--- src/rtl/l10_unscrambler.sv ---
// Receive-side inverse of the 4-bit phase scrambler: tracks the per-word phase,
// undoes invert/rotate and presents recovered words through a one-entry output register.
module l10_unscrambler #(
    parameter int unsigned COUNT_W = 8
) (
    input  logic               clk,
    input  logic               reset,
    input  logic               in_valid,
    output logic               in_ready,
    input  logic [3:0]         in_data,
    input  logic               in_sync,
    output logic               out_valid,
    input  logic               out_ready,
    output logic [3:0]         out_data,
    output logic               locked,
    output logic [1:0]         phase,
    output logic [COUNT_W-1:0] word_count
);

    localparam int unsigned WORD_W  = 4;
    localparam int unsigned PHASE_W = 2;

    typedef enum logic {
        ST_UNLOCKED = 1'b0,
        ST_LOCKED   = 1'b1
    } state_t;

    state_t               state;
    state_t               state_nxt;
    logic                 accept;
    logic                 deliver;
    logic                 load;
    logic [PHASE_W-1:0]   eff_phase;
    logic [WORD_W-1:0]    decoded;
    logic                 out_valid_nxt;
    logic [WORD_W-1:0]    out_data_nxt;
    logic [PHASE_W-1:0]   phase_nxt;
    logic [COUNT_W-1:0]   word_count_nxt;

    assign in_ready  = !out_valid || out_ready;
    assign accept    = in_valid && in_ready;
    assign deliver   = out_valid && out_ready;
    assign eff_phase = in_sync ? PHASE_W'(0) : phase;
    assign locked    = (state == ST_LOCKED);

    // Inverse transform: invert on phase 0, rotate right by phase otherwise.
    always_comb begin
        decoded = '0;
        case (eff_phase)
            2'd0:    decoded = ~in_data;
            2'd1:    decoded = {in_data[0],   in_data[3:1]};
            2'd2:    decoded = {in_data[1:0], in_data[3:2]};
            default: decoded = {in_data[2:0], in_data[3]};
        endcase
    end

    always_ff @(posedge clk or negedge reset) begin
        if (!reset) begin
            state <= ST_UNLOCKED;
        end else begin
            state <= state_nxt;
        end
    end

    always_comb begin
        state_nxt = state;
        case (state)
            ST_UNLOCKED: if (accept && in_sync) state_nxt = ST_LOCKED;
            default:     state_nxt = ST_LOCKED;
        endcase
    end

    // Unlocked non-sync words are swallowed: no load, no phase advance.
    always_comb begin
        load           = accept && (state == ST_LOCKED || in_sync);
        out_valid_nxt  = out_valid;
        out_data_nxt   = out_data;
        phase_nxt      = phase;
        word_count_nxt = word_count;
        if (deliver) begin
            out_valid_nxt  = 1'b0;
            word_count_nxt = word_count + COUNT_W'(1);
        end
        if (load) begin
            out_valid_nxt = 1'b1;
            out_data_nxt  = decoded;
            phase_nxt     = eff_phase + PHASE_W'(1);
        end
    end

    always_ff @(posedge clk or negedge reset) begin
        if (!reset) begin
            out_valid  <= 1'b0;
            out_data   <= '0;
            phase      <= '0;
            word_count <= '0;
        end else begin
            out_valid  <= out_valid_nxt;
            out_data   <= out_data_nxt;
            phase      <= phase_nxt;
            word_count <= word_count_nxt;
        end
    end

endmodule

--- config.mk ---
export PLATFORM = sky130hd
export DESIGN_NAME = l10_unscrambler
export DESIGN_NICKNAME = d
export VERILOG_FILES = /design/src/rtl/l10_unscrambler.sv
export SDC_FILE = /design/constraint.sdc
export NUM_CORES = 1
export LEC_CHECK = 0
export BUFFER_PORTS_ARGS = -buffer_cell sky130_fd_sc_hd__buf_2
export CORE_MARGIN = 2
export CORE_UTILIZATION = 47
export CTS_BUF_LIST = sky130_fd_sc_hd__clkbuf_4
export CTS_CLUSTER_DIAMETER = 40
export DETAILED_ROUTE_END_ITERATION = 12
export PLACE_DENSITY = 0.8
export SLEW_MARGIN = 5
export SYNTH_ARGS = -nofsm -noshare
export SYNTH_HDL_FRONTEND = slang
export SYNTH_SLANG_ARGS = --single-unit
--- constraint.sdc ---
create_clock -name clk -period 1.5 [get_ports clk]
set_clock_uncertainty 0.1 [all_clocks]
set_input_delay 0.225 -clock clk [delete_from_list [all_inputs] [get_ports clk]]
set_output_delay 0.225 -clock clk [all_outputs]
set_load 0.005 [all_outputs]
==> results of run 1 <==
## worst min path at each step
stage	from	slack [ns]	to
2_1_floorplan	reset	-0.17	locked$_DFF_PN0_
3_3_place_gp	reset	0.05	out_data[3]$_DFFE_PN0P_
3_5_place_dp	reset	0.06	out_data[2]$_DFFE_PN0P_
4_1_cts	in_valid	0.10	out_valid$_DFFE_PN0P_
5_1_grt	in_valid	0.1	out_valid$_DFFE_PN0P_
6_report	in_valid	0.11	out_valid$_DFFE_PN0P_
## power by group through the flow
stage	sequential (W)	combinational [W]	clock [W]
global placement	0.000707	0.000633	0
finish	0.000720	0.000711	0.000233
CTS	0.000714	0.000695	0.000237
global route	0.000746	0.000792	0.000263
floorplan	0.000720	0.000378	0
detailed placement	0.000720	0.000663	0
## synthesized netlist by cell type (all sizes together)
cell	count	area (um2)
mux2	7	101
a21oi	4	20.0
xnor2	5	43.8
nor2b	1	13.8
xor2	2	17.5
dfrtp	16	400
ha	5	62.6
inv	6	22.5
nand3	3	15.0
nor3	1	5.00
o21ai	1	16.3
nand2b	7	51.3
a32oi	4	35.0
buf	2	15.0
and4	1	10.0
nand2	8	30.0
nand4	2	12.5
nor2	1	3.75
and3	1	7.51
or2	1	6.26
## tightest hold or removal path, stage by stage
cell and delay, ns:
buf_2 0.10, o21ai_4 0.06, nand2_1 0.07
## stage by stage
| step | TNS (ns) | hold WS [ns] | util [%] | area, um2 | total power (W) |
|---|---|---|---|---|---|
| floorplan | -0.0574 | -0.171 | - | 915 | 0.00110 |
| global placement | -0.0439 | 0.0508 | 61.8 | 1080 | 0.00134 |
| detailed placement | -0.392 | 0.0601 | 61.8 | 1080 | 0.00138 |
| CTS | -0.0337 | 0.103 | 66.0 | 1150 | 0.00165 |
| global route | -0.111 | 0.0960 | 67.2 | 1170 | 0.00180 |
| finish | -0.00607 | 0.111 | 67.2 | 1170 | 0.00166 |
## per-layer routing
metal,routed length (um),track usage (%),up-vias
met5,0,0,-
met4,36,6.67,0
met3,72,3.77,4
met2,1050,33.0,20
met1,771,23.0,333
li1,-,-,336
## area by class of cell
class / count / area (um2)
Clock buffer: 3 / 22.5
Clock inverter: 1 / 3.75
Fill cell: 145 / 573
Inverter: 6 / 22.5
Multi-Input combinational cell: 54 / 504
Sequential cell: 16 / 400
Tap cell: 25 / 31.3
Timing Repair Buffer: 33 / 188
## sequential cells by signal (all words and copies together), names as in the netlist
name / cells
out_valid: 1
phase: 2
out_data: 4
locked: 1
word_count: 8
## what timing repair did
action	4_1_cts	5_1_grt
cloned	0	0
hold buffers	1	0
setup buffers	3	0
setup endpoints to repair	4	4
resized for setup	4	4
pin swaps	0	2
hold endpoints to repair	16	0
## kinds of logic (layout without fill, tap and decap cells)
group	after synthesis	count (layout)
XOR/XNOR	7	7
adder cells (fa/ha/maj)	5	5
flip-flops	16	16
multiplexers	7	7
AO/OA/AOI/OAI	9	9
AND/OR/NAND/NOR	26	26
buffers and inverters	8	43
==> impl_metrics.yaml, run 1 <==
critical_path:
  cp-startpoint: "phase[1]$_DFFE_PN0P_"
  r2r-end: "out_data[2]$_DFFE_PN0P_"
  crit_path_max_incr_delay_ns: 0.43
  reg2reg_slack_ns: -0.006
  reg2reg_from: "phase[1]$_DFFE_PN0P_"
  critPathTopFamily: "flip-flops"
  cp_max_fo: 8
  cp-start-kind: "flop"
  cpMaxStageDelayCell: "dfrtp_1"
  arrival_ns: 1.58
  crit_required_ns: 1.58
  cp.depth: 6
  reg2regPathDepth: 6
  criticalPathCategory: "flop to flop"
  cp-endpoint: "out_data[2]$_DFFE_PN0P_"
  crit_buf_inv: 1
  cp-end-kind: "flop"
  crit_chain: "nand2b_4, inv_2, ha_4, a21oi_2, a32oi_1, mux2_4"
floorplan:
  die_h_um: 47.5
  fp.dieW_um: 47.5
  core_area_um2: 1750
  num_rows: 15
  initial_core_util_pct: 51.0
  die-area_um2: 2260
  io_pins: 26
hold_path:
  hold_path_depth: 3
  hp-class: "primary input to flop"
layout:
  area_delta_synth_final_pct: 31.8
  drive_above_1_share_pct: 51.3
  diodes: 0
  final_cell_mix: "25 x buf_2, 16 x dfrtp_1, 8 x nand2_1, 7 x buf_4, 6 x mux2_4"
  fin_nets: 128
  layout_commonest_cell: "buf_2"
  layout.cells.non_filler: 138
timing:
  rsz0062_at_grt: "true"
  final_hold_viol_count: 0
  tightest_slew_ns: 0.360
  postLayoutSetupSlackWorst_ns: -0.00607
  relSlewSlack_pct: 76.0
  period_share_pct: 100
  fmax_mhz: 664
  setup_viol: 1
  period_needed_ns: 1.51
  final-max-slew-violation-count: 0
clock_network:
  cts_tree: "built"
  clk_pin_slew_worst_paths_ns: 0.10
  htree_levels: 1
  cts_sinks: 16
  clock_path_buffers: 2
  cts_made_buffers: 3
  cts_root_buf: "clkbuf_4"
  clk_latency_ns: 0.28
yosys:
  synthAdderAreaFrac_pct: 7.03
  synthMuxAreaShare_pct: 11.4
  yosysWarnings: 0
  synth_cell_types: 23
  syn_avg_cell_area_um2: 11.4
  syn_inst: 78
  ys_ff_latch: 16
  synth_area_um2: 890
  synth-xor-area-share_pct: 6.89
  synth_top_family_by_area: "simple AND/OR/NAND/NOR gates"
  synth-simple-area-share_pct: 17.4
  syn_nets: 92
  yosysSeqAreaShare_pct: 45.0
  synth_compound_area_share_pct: 8.02
power:
  p_seq_share_pct: 43.3
  p_int_w: 0.00109
  swShare_pct: 34.5
  ir_drop_v: 0.000687
  power_density_nw_per_um2: 1420
  power.switching_w: 0.000573
  combPwrFrac_pct: 42.7
  p_leak_nw: 0.573
  clkPwrFrac_pct: 14.0
drt:
  via_count: 693
  drc: 0
  post_drt_via_cell_ratio: 5.02
  first_pass_iters: 4
  drt-initial-drc-count: 9
  wire_per_inst_um: 14.0
  ant_nets: 0
  drt-total-wl_mm: 1.93
global_route:
  overflow: 0
  antenna_found_initial: 0
  grt_pass1_wl_mm: 2.95
  first_global_vias: 659
  grt_max_degree: 17
  grtUsageTotal_pct: 18.9
placed_design:
  placedCellCount: 130
  port_buffers: 25
  hpwl_mm: 1.45
  pre_cts_ws_ns: -0.121
  routabilityCongestion: 0.725
status:
  violations: "negative setup slack"
  status: "finished with violations"
job:
  max-cap-violations: 0
No activity file was read; power rests on OpenSTA's default activity.
==> run 2: changes to the inputs <==
--- a/config.mk
+++ b/config.mk
@@ -7,11 +7,12 @@
 export LEC_CHECK = 0
 export BUFFER_PORTS_ARGS = -buffer_cell sky130_fd_sc_hd__buf_2
 export CORE_MARGIN = 2
-export CORE_UTILIZATION = 47
+export CORE_UTILIZATION = 52
 export CTS_BUF_LIST = sky130_fd_sc_hd__clkbuf_4
 export CTS_CLUSTER_DIAMETER = 40
 export DETAILED_ROUTE_END_ITERATION = 12
-export PLACE_DENSITY = 0.8
+export GPL_ROUTABILITY_DRIVEN = 0
+export PLACE_DENSITY = 0.84
 export SLEW_MARGIN = 5
 export SYNTH_ARGS = -nofsm -noshare
 export SYNTH_HDL_FRONTEND = slang
==> constraint.sdc (replaced) <==
create_clock -name clk -period 1.55 [get_ports clk]
set_clock_uncertainty 0.1 [all_clocks]
set_input_delay 0.2325 -clock clk [delete_from_list [all_inputs] [get_ports clk]]
set_output_delay 0.2325 -clock clk [all_outputs]
set_load 0.005 [all_outputs]
==> impl_metrics.yaml, run 2 (synthesis results as in run 1) <==
status:
  status: "completed"
critical_path:
  criticalPathCategory: "flop to flop"
  cp-start-kind: "flop"
  r2r-end: "out_data[2]$_DFFE_PN0P_"
  cp-end-kind: "flop"
  crit_required_ns: 1.63
  reg2regPathDepth: 6
  arrival_ns: 1.58
  cp_max_fo: 4
  reg2reg_from: "phase[0]$_DFFE_PN0P_"
  reg2reg_slack_ns: 0.04
power:
  p_seq_share_pct: 43.7
  p_leak_nw: 0.561
  combPwrFrac_pct: 42.5
  ir_drop_v: 0.000739
  power_density_nw_per_um2: 1390
  clkPwrFrac_pct: 13.8
  swShare_pct: 33.5
  power.switching_w: 0.000527
  p_int_w: 0.00105
global_route:
  antenna_found_initial: 0
  grtUsageTotal_pct: 18.5
  grt_pass1_wl_mm: 2.69
  first_global_vias: 653
  grt_max_degree: 17
  overflow: 0
drt:
  post_drt_via_cell_ratio: 5.28
  via_count: 676
  first_pass_iters: 4
  drc: 0
  ant_nets: 0
  wire_per_inst_um: 13.0
  drt-total-wl_mm: 1.66
  drt-initial-drc-count: 11
floorplan:
  num_rows: 14
  initial_core_util_pct: 57.1
  core_area_um2: 1560
  die-area_um2: 2060
  fp.dieW_um: 45.4
  io_pins: 26
  die_h_um: 45.4
placed_design:
  port_buffers: 25
  placedCellCount: 118
  hpwl_mm: 1.27
clock_network:
  clk_latency_ns: 0.28
  cts_tree: "built"
  cts_root_buf: "clkbuf_4"
  clock_path_buffers: 2
  cts_sinks: 16
  htree_levels: 1
  clk_pin_slew_worst_paths_ns: 0.09
  cts_made_buffers: 3
layout:
  drive_above_1_share_pct: 49.1
  area_delta_synth_final_pct: 27.7
  largest_reg_flops: 8
  layout.cells.non_filler: 128
  final_cell_mix: "25 x buf_2, 16 x dfrtp_1, 8 x nand2_1"
  fin_nets: 127
  layout_commonest_cell: "buf_2"
  reg_top3: "word_count (8), out_data (4), phase (2)"
  diodes: 0
  regMostFlops: "word_count"
timing:
  setup_tns_ns: 0
  final-max-slew-violation-count: 0
  setup_viol: 0
  relSlewSlack_pct: 77.4
  final_hold_viol_count: 0
  fmax_mhz: 664
  period_needed_ns: 1.51
  period_share_pct: 97.1
  rsz0062_at_grt: "true"
  tightest_slew_ns: 0.338
hold_path:
  hp-class: "primary input to flop"
  hold_path_depth: 3
  holdPathEnd: "out_valid$_DFFE_PN0P_"
  min-delay-start: "in_valid"
job:
  max-cap-violations: 0
run 2: worst max path at each step:
stage,slack [ns],depth (start not counted),end,startpoint
finish,0.04,6,out_data[2]$_DFFE_PN0P_,phase[0]$_DFFE_PN0P_
floorplan,0.01,7,out_data[0]$_DFFE_PN0P_,phase[0]$_DFFE_PN0P_
detailed placement,-0.03,6,out_data[3]$_DFFE_PN0P_,phase[0]$_DFFE_PN0P_
global route,-0.02,6,out_data[3]$_DFFE_PN0P_,phase[0]$_DFFE_PN0P_
global placement,0.01,6,out_data[2]$_DFFE_PN0P_,phase[0]$_DFFE_PN0P_
CTS,0.01,6,out_data[3]$_DFFE_PN0P_,phase[1]$_DFFE_PN0P_
run 2: area by class of cell:
class                      count  area [um2]
multi-input combinational     54         487
fill                         109         423
sequential                    16         400
timing repair buffer          32         180
clock buffer                   3        22.5
inverter                       6        22.5
tap                           16        20.0
clock inverter                 1        3.75
run 2: layer usage:
layer	up-vias	wire length [um]	GRT usage [%]
met5	-	0	0
met4	0	0	8.24
met3	0	78	6.40
met2	24	841	28.9
met1	317	742	23.0
li1	335	-	-
run 2: power by group through the flow:
stage | sequential (W) | clock, W | combinational, W
after global routing | 0.000708 | 0.000246 | 0.000739
after detailed placement | 0.000698 | 0 | 0.000588
after floorplan | 0.000697 | 0 | 0.000355
final | 0.000687 | 0.000218 | 0.000669
after CTS | 0.000689 | 0.000226 | 0.000629
after global placement | 0.000690 | 0 | 0.000560
run 2: metrics by stage:
step	worst slack [ns]	hold WS (ns)	utilization (%)	total power [W]	instance area [um2]
floorplan	0.0137	-0.163	-	0.00105	900
global placement	0.0149	0.0581	66.1	0.00125	1030
detailed placement	-0.0316	0.0628	66.1	0.00129	1030
CTS	0.0118	0.107	69.8	0.00154	1090
global route	-0.0217	0.0947	72.9	0.00169	1140
finish	0.0442	0.109	72.9	0.00157	1140
run 2: critical path, cell delays in order (launching register included):
cell      delay (ns)
dfrtp_1         0.38
nand2b_1        0.10
inv_1           0.09
ha_2            0.22
a21oi_2         0.13
a32oi_1         0.12
mux2_4          0.27
run 2: what timing repair did:
| item | in CTS | in global routing |
|---|---|---|
| resized for setup | 0 | 9 |
| setup buffers | 3 | 2 |
| setup endpoints to repair | 4 | 4 |
| pin swaps | 0 | 1 |
| cloned | 0 | 0 |
| hold buffers | 1 | 0 |
| endpoints found under the hold margin | 16 | 0 |
